===== config.mk =====
export PLATFORM = sky130hd
export DESIGN_NAME = ifu_fetch_ctrl
export DESIGN_NICKNAME = d
export VERILOG_FILES = /design/src/rtl/ifu_fetch_ctrl.sv
export SDC_FILE = /design/constraint.sdc
export NUM_CORES = 1
export LEC_CHECK = 0
export ABC_CLOCK_PERIOD_IN_PS = 2600
export CAP_MARGIN = 20
export CORE_MARGIN = 2
export CORE_UTILIZATION = 34
export CTS_BUF_LIST = sky130_fd_sc_hd__clkbuf_8 sky130_fd_sc_hd__clkbuf_16
export CTS_CLUSTER_DIAMETER = 40
export DETAILED_ROUTE_END_ITERATION = 8
export GPL_TIMING_DRIVEN = 1
export PLACE_DENSITY = 0.82
export SLEW_MARGIN = 20
export SYNTH_ARGS = -nofsm -noshare
export SYNTH_HDL_FRONTEND = slang
export SYNTH_SLANG_ARGS = --single-unit
export TNS_END_PERCENT = 5

===== constraint.sdc =====
create_clock -name clk -period 2.6 [get_ports clk]
set_clock_uncertainty 0.2 [all_clocks]
set_input_delay 0.26 -clock clk [delete_from_list [all_inputs] [get_ports clk]]
set_output_delay 0.26 -clock clk [all_outputs]
set_load 0.02 [all_outputs]

===== src/rtl/ifu_fetch_ctrl.sv =====
// ifu_fetch_ctrl: instruction fetch sequencer between the PC register, instruction memory and execute
// Ports:
//   clk, rstn                         clock, synchronous active-low reset
//   pc                                current PC; driven straight out as imem_araddr
//   imem_ar*/imem_r*                  single-outstanding valid/ready read channel to instruction memory
//   inst, inst_valid                  held instruction for execute, valid while waiting for exu_done
//   exu_done                          execute finished (only looked at while inst_valid)
//   halt_req                          stop fetching (looked at on leaving reset and on each PC update)
//   pc_we                             one-cycle PC register load strobe
//   fetch_fault, fault_cause, fault_ack   fault report (1 bus error, 2 timeout, 3 misaligned) and clear
//   halted                            controller stopped until reset
module ifu_fetch_ctrl #(
    parameter int DW  = 64,
    parameter int IW  = 32,
    parameter int TMO = 255
) (
    input  logic          clk,
    input  logic          rstn,
    input  logic [DW-1:0] pc,
    output logic [DW-1:0] imem_araddr,
    output logic          imem_arvalid,
    input  logic          imem_arready,
    input  logic [IW-1:0] imem_rdata,
    input  logic [1:0]    imem_rresp,
    input  logic          imem_rvalid,
    output logic          imem_rready,
    output logic [IW-1:0] inst,
    output logic          inst_valid,
    input  logic          exu_done,
    input  logic          halt_req,
    output logic          pc_we,
    output logic          fetch_fault,
    output logic [1:0]    fault_cause,
    input  logic          fault_ack,
    output logic          halted
);
    typedef enum logic [2:0] {IDLE, AR, R, EXEC, UPD, FAULT, HALT} state_t;

    localparam logic [7:0] TMO_W = TMO[7:0];

    state_t        state, state_nx;
    logic [7:0]    cnt, cnt_nx;
    logic [IW-1:0] inst_nx;
    logic [1:0]    cause_nx;

    assign imem_araddr = pc;

    always_comb begin
        state_nx     = state;
        cnt_nx       = cnt;
        inst_nx      = inst;
        cause_nx     = fault_cause;
        imem_arvalid = 1'b0;
        imem_rready  = 1'b0;
        inst_valid   = 1'b0;
        pc_we        = 1'b0;
        fetch_fault  = 1'b0;
        halted       = 1'b0;
        case (state)
            IDLE: state_nx = halt_req ? HALT : AR;
            AR: begin
                // a misaligned pc never reaches the bus
                if (pc[1:0] != 2'b00) begin
                    state_nx = FAULT;
                    cause_nx = 2'd3;
                end else begin
                    imem_arvalid = 1'b1;
                    if (imem_arready) begin
                        state_nx = R;
                        cnt_nx   = '0;
                    end
                end
            end
            R: begin
                imem_rready = 1'b1;
                if (imem_rvalid) begin
                    if (imem_rresp == 2'b00) begin
                        inst_nx  = imem_rdata;
                        state_nx = EXEC;
                    end else begin
                        state_nx = FAULT;
                        cause_nx = 2'd1;
                    end
                end else begin
                    // cnt counts empty R cycles; rvalid on the TMO-th one still wins above
                    cnt_nx = cnt + 8'd1;
                    if (cnt_nx == TMO_W) begin
                        state_nx = FAULT;
                        cause_nx = 2'd2;
                    end
                end
            end
            EXEC: begin
                inst_valid = 1'b1;
                if (exu_done) state_nx = UPD;
            end
            UPD: begin
                pc_we    = 1'b1;
                state_nx = halt_req ? HALT : AR;
            end
            FAULT: begin
                fetch_fault = 1'b1;
                if (fault_ack) begin
                    cause_nx = 2'd0;
                    state_nx = AR;
                end
            end
            HALT: halted = 1'b1;
            default: state_nx = IDLE;
        endcase
    end

    always_ff @(posedge clk) begin
        if (!rstn) begin
            state       <= IDLE;
            cnt         <= '0;
            inst        <= '0;
            fault_cause <= '0;
        end else begin
            state       <= state_nx;
            cnt         <= cnt_nx;
            inst        <= inst_nx;
            fault_cause <= cause_nx;
        end
    end
endmodule


### Word level (Yosys, flattened, before mapping)

Index checks and enable logic that the tools add are counted.
Widths: inputs -> output; s select.

* $add $sub $neg: 1
* equality and inequality tests: 16
* muxes and demuxes: 26
* bitwise operators: 1
* reductions and logical operators: 10

Operators by type and width (count)
* $mux 3: 8
* $mux 8: 3
* $pmux 3 s6: 1
* $pmux 8 s2: 1
* $ne 2x2->1 const B: 6
* $mux 2: 5
* $reduce_and 5->1: 2
* $eq 3x3->1 const B: 3
* $ne 3x3->1 const B: 3
* $add 8x1->8 const B: 1
* $eq 8x8->1 const B: 1
* $mux 1: 7
* $eq 3x2->1 const B: 2
* $pmux 2 s3: 1
* $reduce_and 4->1: 1
* $reduce_bool 2->1: 2
* $eq 3x1->1 const B: 1
* $logic_not 3->1: 1
* $reduce_and 3->1: 1
* $reduce_bool 3->1: 1
* $logic_not 2->1: 1
* $reduce_or 2->1: 1
* $not 1->1: 1

* register bits after elaboration: 45
* logic and storage cells: 58

### Depth between registers and ports, before layout

* word-level depth: 5
* depth in mapped cells: 7
* depth with buffers taken out: 7

### Worst setup path before layout

Ideal clock, no wire load.

* path type: register to register
* from: register state[1]
* to: register state[0]
* setup time: 0.117 ns
* arrival: 1.643 ns
* required time: 2.283 ns
* slack: 0.639 ns
* cell stages (with the launch flop): 8
* path buffers: 2
* period minus slack after synthesis: 1.961 ns
* cell sequence: dfxtp_1 > buf_4 > nor3b_4 > nand2b_1 > buf_2 > o32ai_4 > nor3_2 > a32o_1

* word-level cells in the longest chain between the ends: 3
* elaborated cells between the ends (all ways): 15

RTL lines
* from (decl): line 41 `state_t state, state_nx;`
* from (signal assigned): line 120 `state <= state_nx;`
* $eq 3x1->1 (tied with other cells): line 59 `case (state)`
* $ne 3x3->1 (no line) (tied with other cells)
* $reduce_and 5->1 (no line) / $pmux 3 s6 (equally long branches)

Several ways; a longest one is shown, not always the timed one.
A chain may end at the register's enable or synchronous reset.

### Final worst setup path

* from: register state[0]
* to: output fetch_fault

* word-level cells in the longest chain between the ends: 2

RTL lines
* $eq 3x3->1: line 59
* $mux 1: line 59
* to (decl): line 32 `output logic fetch_fault,`

Every way passes these cells.

==> impl_metrics.ini <==
[drt]
post_drt_via_cell_ratio = 4.813
drc = 0
ant_nets = 0
first_pass_iters = 4
drt-total-wl_um = 5494
wl_per_cell_um = 12.35
drt_iter0_drc = 86
dr_total_vias = 2142

[synth]
synth-edff-count = 0
syn_nets = 436
yosysTopAreaCell = dfxtp_1
seq_area_frac_synth_pct = 34.06
synth_seq_cells = 45
synth_area_per_cell_um2 = 8.040
synth.most_common_cell = nand2_1
netlist_top_cells_count = nand2_1, buf_4, dfxtp_1, a21boi_1, clkbuf_1
syn_area_mm2 = 0.002645
yosys-top-cells-area = dfxtp_1, buf_4, nand2_1, a21boi_1, o21ai_0
synthArstFlopShare_pct = 0
synth_top_area_share_pct = 34.06
ys_types = 44
syn_inst = 329
synth_ff_type = dfxtp_1
synth_warnings = 0

[worst_hold_path]
whs_path_depth = 2
min_path_type = flip-flop to flip-flop
min_from = inst[17]$_SDFFE_PN0P_

[critical_path]
crit_path_end_kind = output pin
arrival_ps = 2000
critPathLaunch = state[0]$_SDFFE_PN0P_
reg2regPathDepth = 5
cp_max_fo = 13
critical_path_class = flip-flop to output pin
cp_data_required_time_ps = 2140
r2r-start = state[1]$_SDFFE_PN0P_
startpoint_type = flip-flop

[sta]
fin_crit_sh_pct = 94.57
slew_headroom_pct = 61.57
tns_ps = 0
min_period_ps = 2459
holdWs_ps = 250.8
max_freq_mhz = 406.7
hold_viol = 0
grt_setup_unrepaired = false
slew_viol_final = 0
setup-violations-final = 0
tightest_slew_ps = 575.6

[clock_network]
path_clk_slew_ps = 80
cts_tree = yes
numCtsBuffers = 5
post_cts_buffers = 0
clockRootBuffer = clkbuf_8
cts_buffer_depth = 2
clk_latency_ps = 290
cts_sinks = 45
htree_levels = 2
hold_buffers = 0
cts_resized = 0

[power_and_ir_drop]
max-vdd-ir-drop_mv = 0.1638
p_leak_nw = 1.065
cellPowerDensity_mw_per_mm2 = 582.7

[grt]
grt_pass1_vias = 1950
antenna_found_initial = 0
grt_pass1_wl_um = 8645
overflow = 0
track_usage_pct = 12.43
grt_max_degree = 50

[cells_and_area]
area_growth_pct = 20.06
utilization_pct = 41.52
drive_gt1_share_pct = 5.539
num-fill-cells = 751
fin_cells = 445
diodes = 0
fin_area_mm2 = 0.003176
fin_nets = 451
multiInputGateArea_mm2 = 0.001175
seq_area_um2 = 900.9

[place]
numPortBuffers = 84
gp_congestion = 0.8468
postPlaceCellArea_mm2 = 0.003102
hpwl_um = 4083
dp.cells = 439

[job]
cap_viol_max_count = 0

[status]
status = complete, no violations

[die]
rows = 32
dieArea_mm2 = 0.008501
die_x_um = 92.20
start_util_pct = 34.59
io_pins = 209
dieHeight_um = 92.20
core-area_mm2 = 0.007647
stage by stage:
| step | total power, mW | setup slack, ps |
|---|---|---|
| detailed placement | 1.483 | 291.8 |
| floorplan | 1.389 | 639.2 |
| global route | 1.972 | 37.73 |
| finish | 1.850 | 141.1 |
| global placement | 1.475 | 344.5 |
| CTS | 1.882 | 139.6 |
layout make-up:
cell class | instances | area share, %
multi-input combinational | 201 | 37.00
sequential | 45 | 28.37
timing repair buffer | 89 | 28.05
tap | 102 | 4.019
clock buffer | 5 | 2.167
inverter | 2 | 0.2364
clock inverter | 1 | 0.1576
state kept, by name, indices dropped and copies added (netlist names):
signal       count
fault_cause      2
state            3
cnt              8
inst            32
worst max-delay path: stages, from the launching register on:
cell and delay (ps):
dfxtp_1 590, nor2b_1 320, and2_1 190, clkdlybuf4s50_1 600
metal layers:
layer  up-vias  part of all wire [%]  track usage, %
met5         -                     0               0
met3        21                   6.9           3.780
li1       1053                     -               -
met1       992                    41           13.22
met4         0                   2.5           5.846
met2        76                    50           22.37
final timing paths:
| check | end | slack [ps] |
|---|---|---|
| min reg2reg | inst[17]$_SDFFE_PN0P_ | 250 |
| min | inst[17]$_SDFFE_PN0P_ | 250 |
| max reg2reg | state[0]$_SDFFE_PN0P_ | 430 |
| max | fetch_fault | 140 |
placed cells by master (no fill, tap or decap), drive strengths merged, types with 4 or more instances in the layout:
| master | n |
|---|---|
| nand2 | 83 |
| a21boi | 36 |
| clkbuf | 5 |
| nor3 | 5 |
| and2 | 5 |
| nor2b | 4 |
| nor2 | 7 |
| clkdlybuf4s50 | 84 |
| a21oi | 5 |
| dfxtp | 45 |
| nand2b | 4 |
| o21ai | 13 |
| buf | 5 |
| nor3b | 4 |
cells by family after synthesis:
family / count (synthesis) / share of synthesized area [%]
flip-flops: 45 / 34.06
buffers and inverters: 83 / 21.52
AND/OR/NAND/NOR: 131 / 24.41
adder cells (fa/ha/maj): 2 / 0.9459
multiplexers: 3 / 1.183
AO/OA/AOI/OAI: 65 / 17.88
where the power goes:
part           internal, mW  total, mW  switching [mW]
combinational         0.330      0.627           0.297
sequential            0.744      0.839          0.0942
clock                 0.177      0.385           0.208
(Power assumes the default switching activity.)
==> RTL edit 1, RTL diff (same flow settings) <==
Make the reset (`rstn`) asynchronous in one clocked block. Comments in the files are not updated.
--- a/src/rtl/ifu_fetch_ctrl.sv
+++ b/src/rtl/ifu_fetch_ctrl.sv
@@ -110,7 +110,7 @@
         endcase
     end
 
-    always_ff @(posedge clk) begin
+    always_ff @(posedge clk or negedge rstn) begin
         if (!rstn) begin
             state       <= IDLE;
             cnt         <= '0;
Check against the original RTL: differs if rstn is asserted again (counterexample within 4 cycles, from zero or initial values and one cycle with rstn low); with rstn held inactive, the same outputs for 4 cycles.
==> RTL edit 1 against the original RTL <==
  * Core utilization grew 1.5 points
  * Cell count is 16% lower
  * Critical path depth did not move
  * Setup slack improved by 0.049 ns
  * Sequential cell count is the same
  * Synthesized cell count shrank 26%
  * Die area up 3.1%
  * Design area grew 5.1%
  * Synthesized area up 3.2%
  * Wire length rose by 7.2%
  * Highest routed layer unchanged
Power is not compared: it rests on default switching activity, and its combinational part moved more than twofold at a synthesized area within 25%.
==> RTL edit 1: results (changes against the original RTL) <==
WL/cell=15.7 um (+27%); Setup crit end=imem_arvalid; Post-synth ARST share=100% (+100 points); Cell variety after synth=43 (-2.3%); GR Util All Layers=13.5% (+1.1 points); outcome=completed; placed cell areas=3210 um2 (+3.5%); Area contributors post-synth=dfrtp_1, buf_4, mux2_4; syn_nets=350 (-20%); pin count of the biggest net entering global routing=24 (-52%); Seq/Total Area, Yosys=41.2% (+7.2 points); area share of fa/ha/maj cells after synthesis=0.917% (-0.029 points); mux contribution to synthesized area=18.0% (+17 points); gp weighted congestion=0.831 (-1.9%); Worst Path Arrival=1.95 ns (-0.05 ns); post-DP HPWL=4.43 mm (+8.4%); vias in the first global route=1950 (unchanged); CP startpoint=state[0]; first-pass GRT wire length=9.29 mm (+7.5%); nets=378 (-16%); via count=1793 (-16%); share of layout cells above drive strength 1=21.0% (+15 points); Post-synth top flop=dfrtp_1; P_leak=1.55 nW; worst min path class=input pin to asynchronous set/reset pin; area fraction in compound gates after synthesis=9.17% (-8.7 points); relative slew slack=65.8% (+4.3 points); worst-path fanout max=12 (-1); reg-to-reg startpoint=state[1]; initial DRC count=38 (-56%); RR Endpoint=inst[30]; Post-Synth XOR/XNOR Area=0.642% (+0.64 points)
[RTL edit 1: metal layers]
layer | vias to the layer above | GRT usage, % | part of all wire (%)
met5 | - | 0 | 0
met4 | 0 | 6.76 | 2.8
met3 | 26 | 4.59 | 8.1
met2 | 85 | 22.4 | 49
met1 | 855 | 15.5 | 40
li1 | 827 | - | -
[RTL edit 1: repair_timing]
item,in CTS,in global routing
hold buffers,1,0
resized for setup,0,0
hold endpoints to repair,22,0
[RTL edit 1: report_power, final]
part / switching (W) / leakage, nW / internal (W) / total, W
clock network: 0.000230 / 0.0626 / 0.000310 / 0.000540
logic: 0.000750 / 0.901 / 0.000940 / 0.00169
registers: 0.000238 / 0.589 / 0.000972 / 0.00121
[RTL edit 1: per-stage QoR]
| step | hold slack [ns] | setup slack, ns | power [W] | instances |
|---|---|---|---|---|
| detailed placement | 0.0674 | 0.359 | 0.00291 | 365 |
| CTS | 0.291 | 0.176 | 0.00348 | 374 |
| global route | 0.318 | 0.0813 | 0.00365 | 374 |
| floorplan | -0.236 | 0.665 | 0.00229 | 243 |
| global placement | 0.0639 | 0.404 | 0.00287 | 365 |
| finish | 0.266 | 0.190 | 0.00344 | 374 |
[RTL edit 1: final cells by class]
type / count / area [um2]
flip-flops and latches: 45 / 1130
inverters: 6 / 22.5
clock inverters: 2 / 33.8
well taps: 102 / 128
clock buffers: 6 / 82.6
multi-input cells: 121 / 1050
fillers: 731 / 4430
repair buffers: 92 / 898
[RTL edit 1: worst max-delay path: stages (launching register included)]
cell             delay (ns)
dfrtp_1                0.60
nor2b_1                0.29
and2_1                 0.18
clkdlybuf4s50_1        0.60
==> RTL edit 2, RTL diff (same settings) <==
Without the edit above. The parameter `IW` goes from 32 to 16.
--- a/src/rtl/ifu_fetch_ctrl.sv
+++ b/src/rtl/ifu_fetch_ctrl.sv
@@ -11,7 +11,7 @@
 //   halted                            controller stopped until reset
 module ifu_fetch_ctrl #(
     parameter int DW  = 64,
-    parameter int IW  = 32,
+    parameter int IW  = 16,
     parameter int TMO = 255
 ) (
     input  logic          clk,
Ports: changed (resized imem_rdata and inst); port bits go from 209 to 177. No check against the original RTL was run, so the function may have changed too.
==> RTL edit 2 against the original RTL <==
  * Sequential power shrank 34%
  * Non-clock buffer count shrank 32
  * Sequential cell count shrank 16
  * Synthesized area shrank 25%
  * Design area shrank 31%
  * Wire length shrank 28%
  * Fmax grew 3.7%
  * Setup slack gained 0.089 ns
  * Total power shrank 23%
  * Core utilization shrank 2.3 points
  * Critical path type unchanged
  * Largest cell class unchanged
==> RTL edit 2: results (changes against the original RTL) <==
Power Dens Cells=652 nW/um2 (+12%); syn_nets=342 (-22%); gp weighted congestion=0.878 (+3.7%); Setup crit end=imem_arvalid; placed cell areas=2110 um2 (-32%); routed vias/inst=4.96 (+3.0%); first-pass GRT wire length=6.47 mm (-25%); CP startpoint=state[2]; worst-skew pair later-pin latency=0.27 ns (-0.02 ns); TritonRoute pass-1 iters=5 (+1); Worst R2R Path Depth=6 (+1); reg-to-reg startpoint=cnt[0]; nets=332 (-26%); GR Util All Layers=12.9% (+0.43 points); Area contributors post-synth=dfxtp_1, buf_4, nand2_1; count of input and output buffers=52 (-38%); maximum VDD drop=359 uV (+120%); Top Registers=inst: 16 flops, cnt: 8 flops, state: 3 flops; Tmin final=2.37 ns (-0.0886 ns); share of layout cells above drive strength 1=8.75% (+3.2 points); pre-CTS setup slack=0.315 ns (+0.0237 ns); fillers=555 (-26%); RR Endpoint=state[1]; vias in the first global route=1505 (-23%); WL/cell=12.6 um (+2.3%); P_leak=0.768 nW (-28%); outcome=completed; Worst-path clk slew=0.06 ns (-0.02 ns)
[RTL edit 2: logic make-up after synthesis]
logic type	synth area share, %
compound gates	18.3
xor+xnor	0.440
fa+ha+maj	1.26
buf+inv	27.9
flops	29.1
mux	0.502
simple gates	22.5
[RTL edit 2: per-layer routing]
layer	vias to the layer above	wire [um]	global-route usage (%)
li1	754	-	-
met5	-	0	0
met3	12	302	6.40
met4	0	70	6.27
met2	51	1930	20.9
met1	730	1640	13.8
[RTL edit 2: stage by stage]
step | power (W) | instances
after floorplan | 0.00104 | 251
after global placement | 0.00109 | 306
after detailed placement | 0.00110 | 306
after CTS | 0.00144 | 312
after global routing | 0.00151 | 312
final | 0.00142 | 312
[RTL edit 2: worst register-to-register path, delay by kind of cell (launching register included)]
kind,cells,cell delay (ns)
fa+ha+maj,1,0.26
simple gates,1,0.25
xor+xnor,1,0.06
compound gates,3,0.74
flops,1,0.40
[RTL edit 2: how the worst min path moves through the flow]
stage | start | end | slack [ns] | cells after the start
floorplan | imem_rdata[13] | inst[13] | 0.19 | 2
global route | inst[8] | inst[8] | 0.29 | 2
finish | inst[13] | inst[13] | 0.25 | 2
global placement | inst[15] | inst[15] | 0.24 | 2
detailed placement | inst[13] | inst[13] | 0.25 | 2
CTS | inst[13] | inst[13] | 0.25 | 2
[RTL edit 2: area by class of cell]
class | instances | share of cell area [%]
Clock buffer | 5 | 3.15
Clock inverter | 1 | 0.229
Inverter | 7 | 1.20
Multi-Input combinational cell | 141 | 39.2
Sequential cell | 29 | 26.6
Tap cell | 72 | 4.12
Timing Repair Buffer | 57 | 25.5
[RTL edit 2: power breakdown]
group          leakage, nW  total [W]  internal (W)  switching [W]
combinational        0.493   0.000540      0.000266       0.000275
sequential           0.235   0.000553      0.000493      0.0000599
clock               0.0399   0.000331      0.000175       0.000156
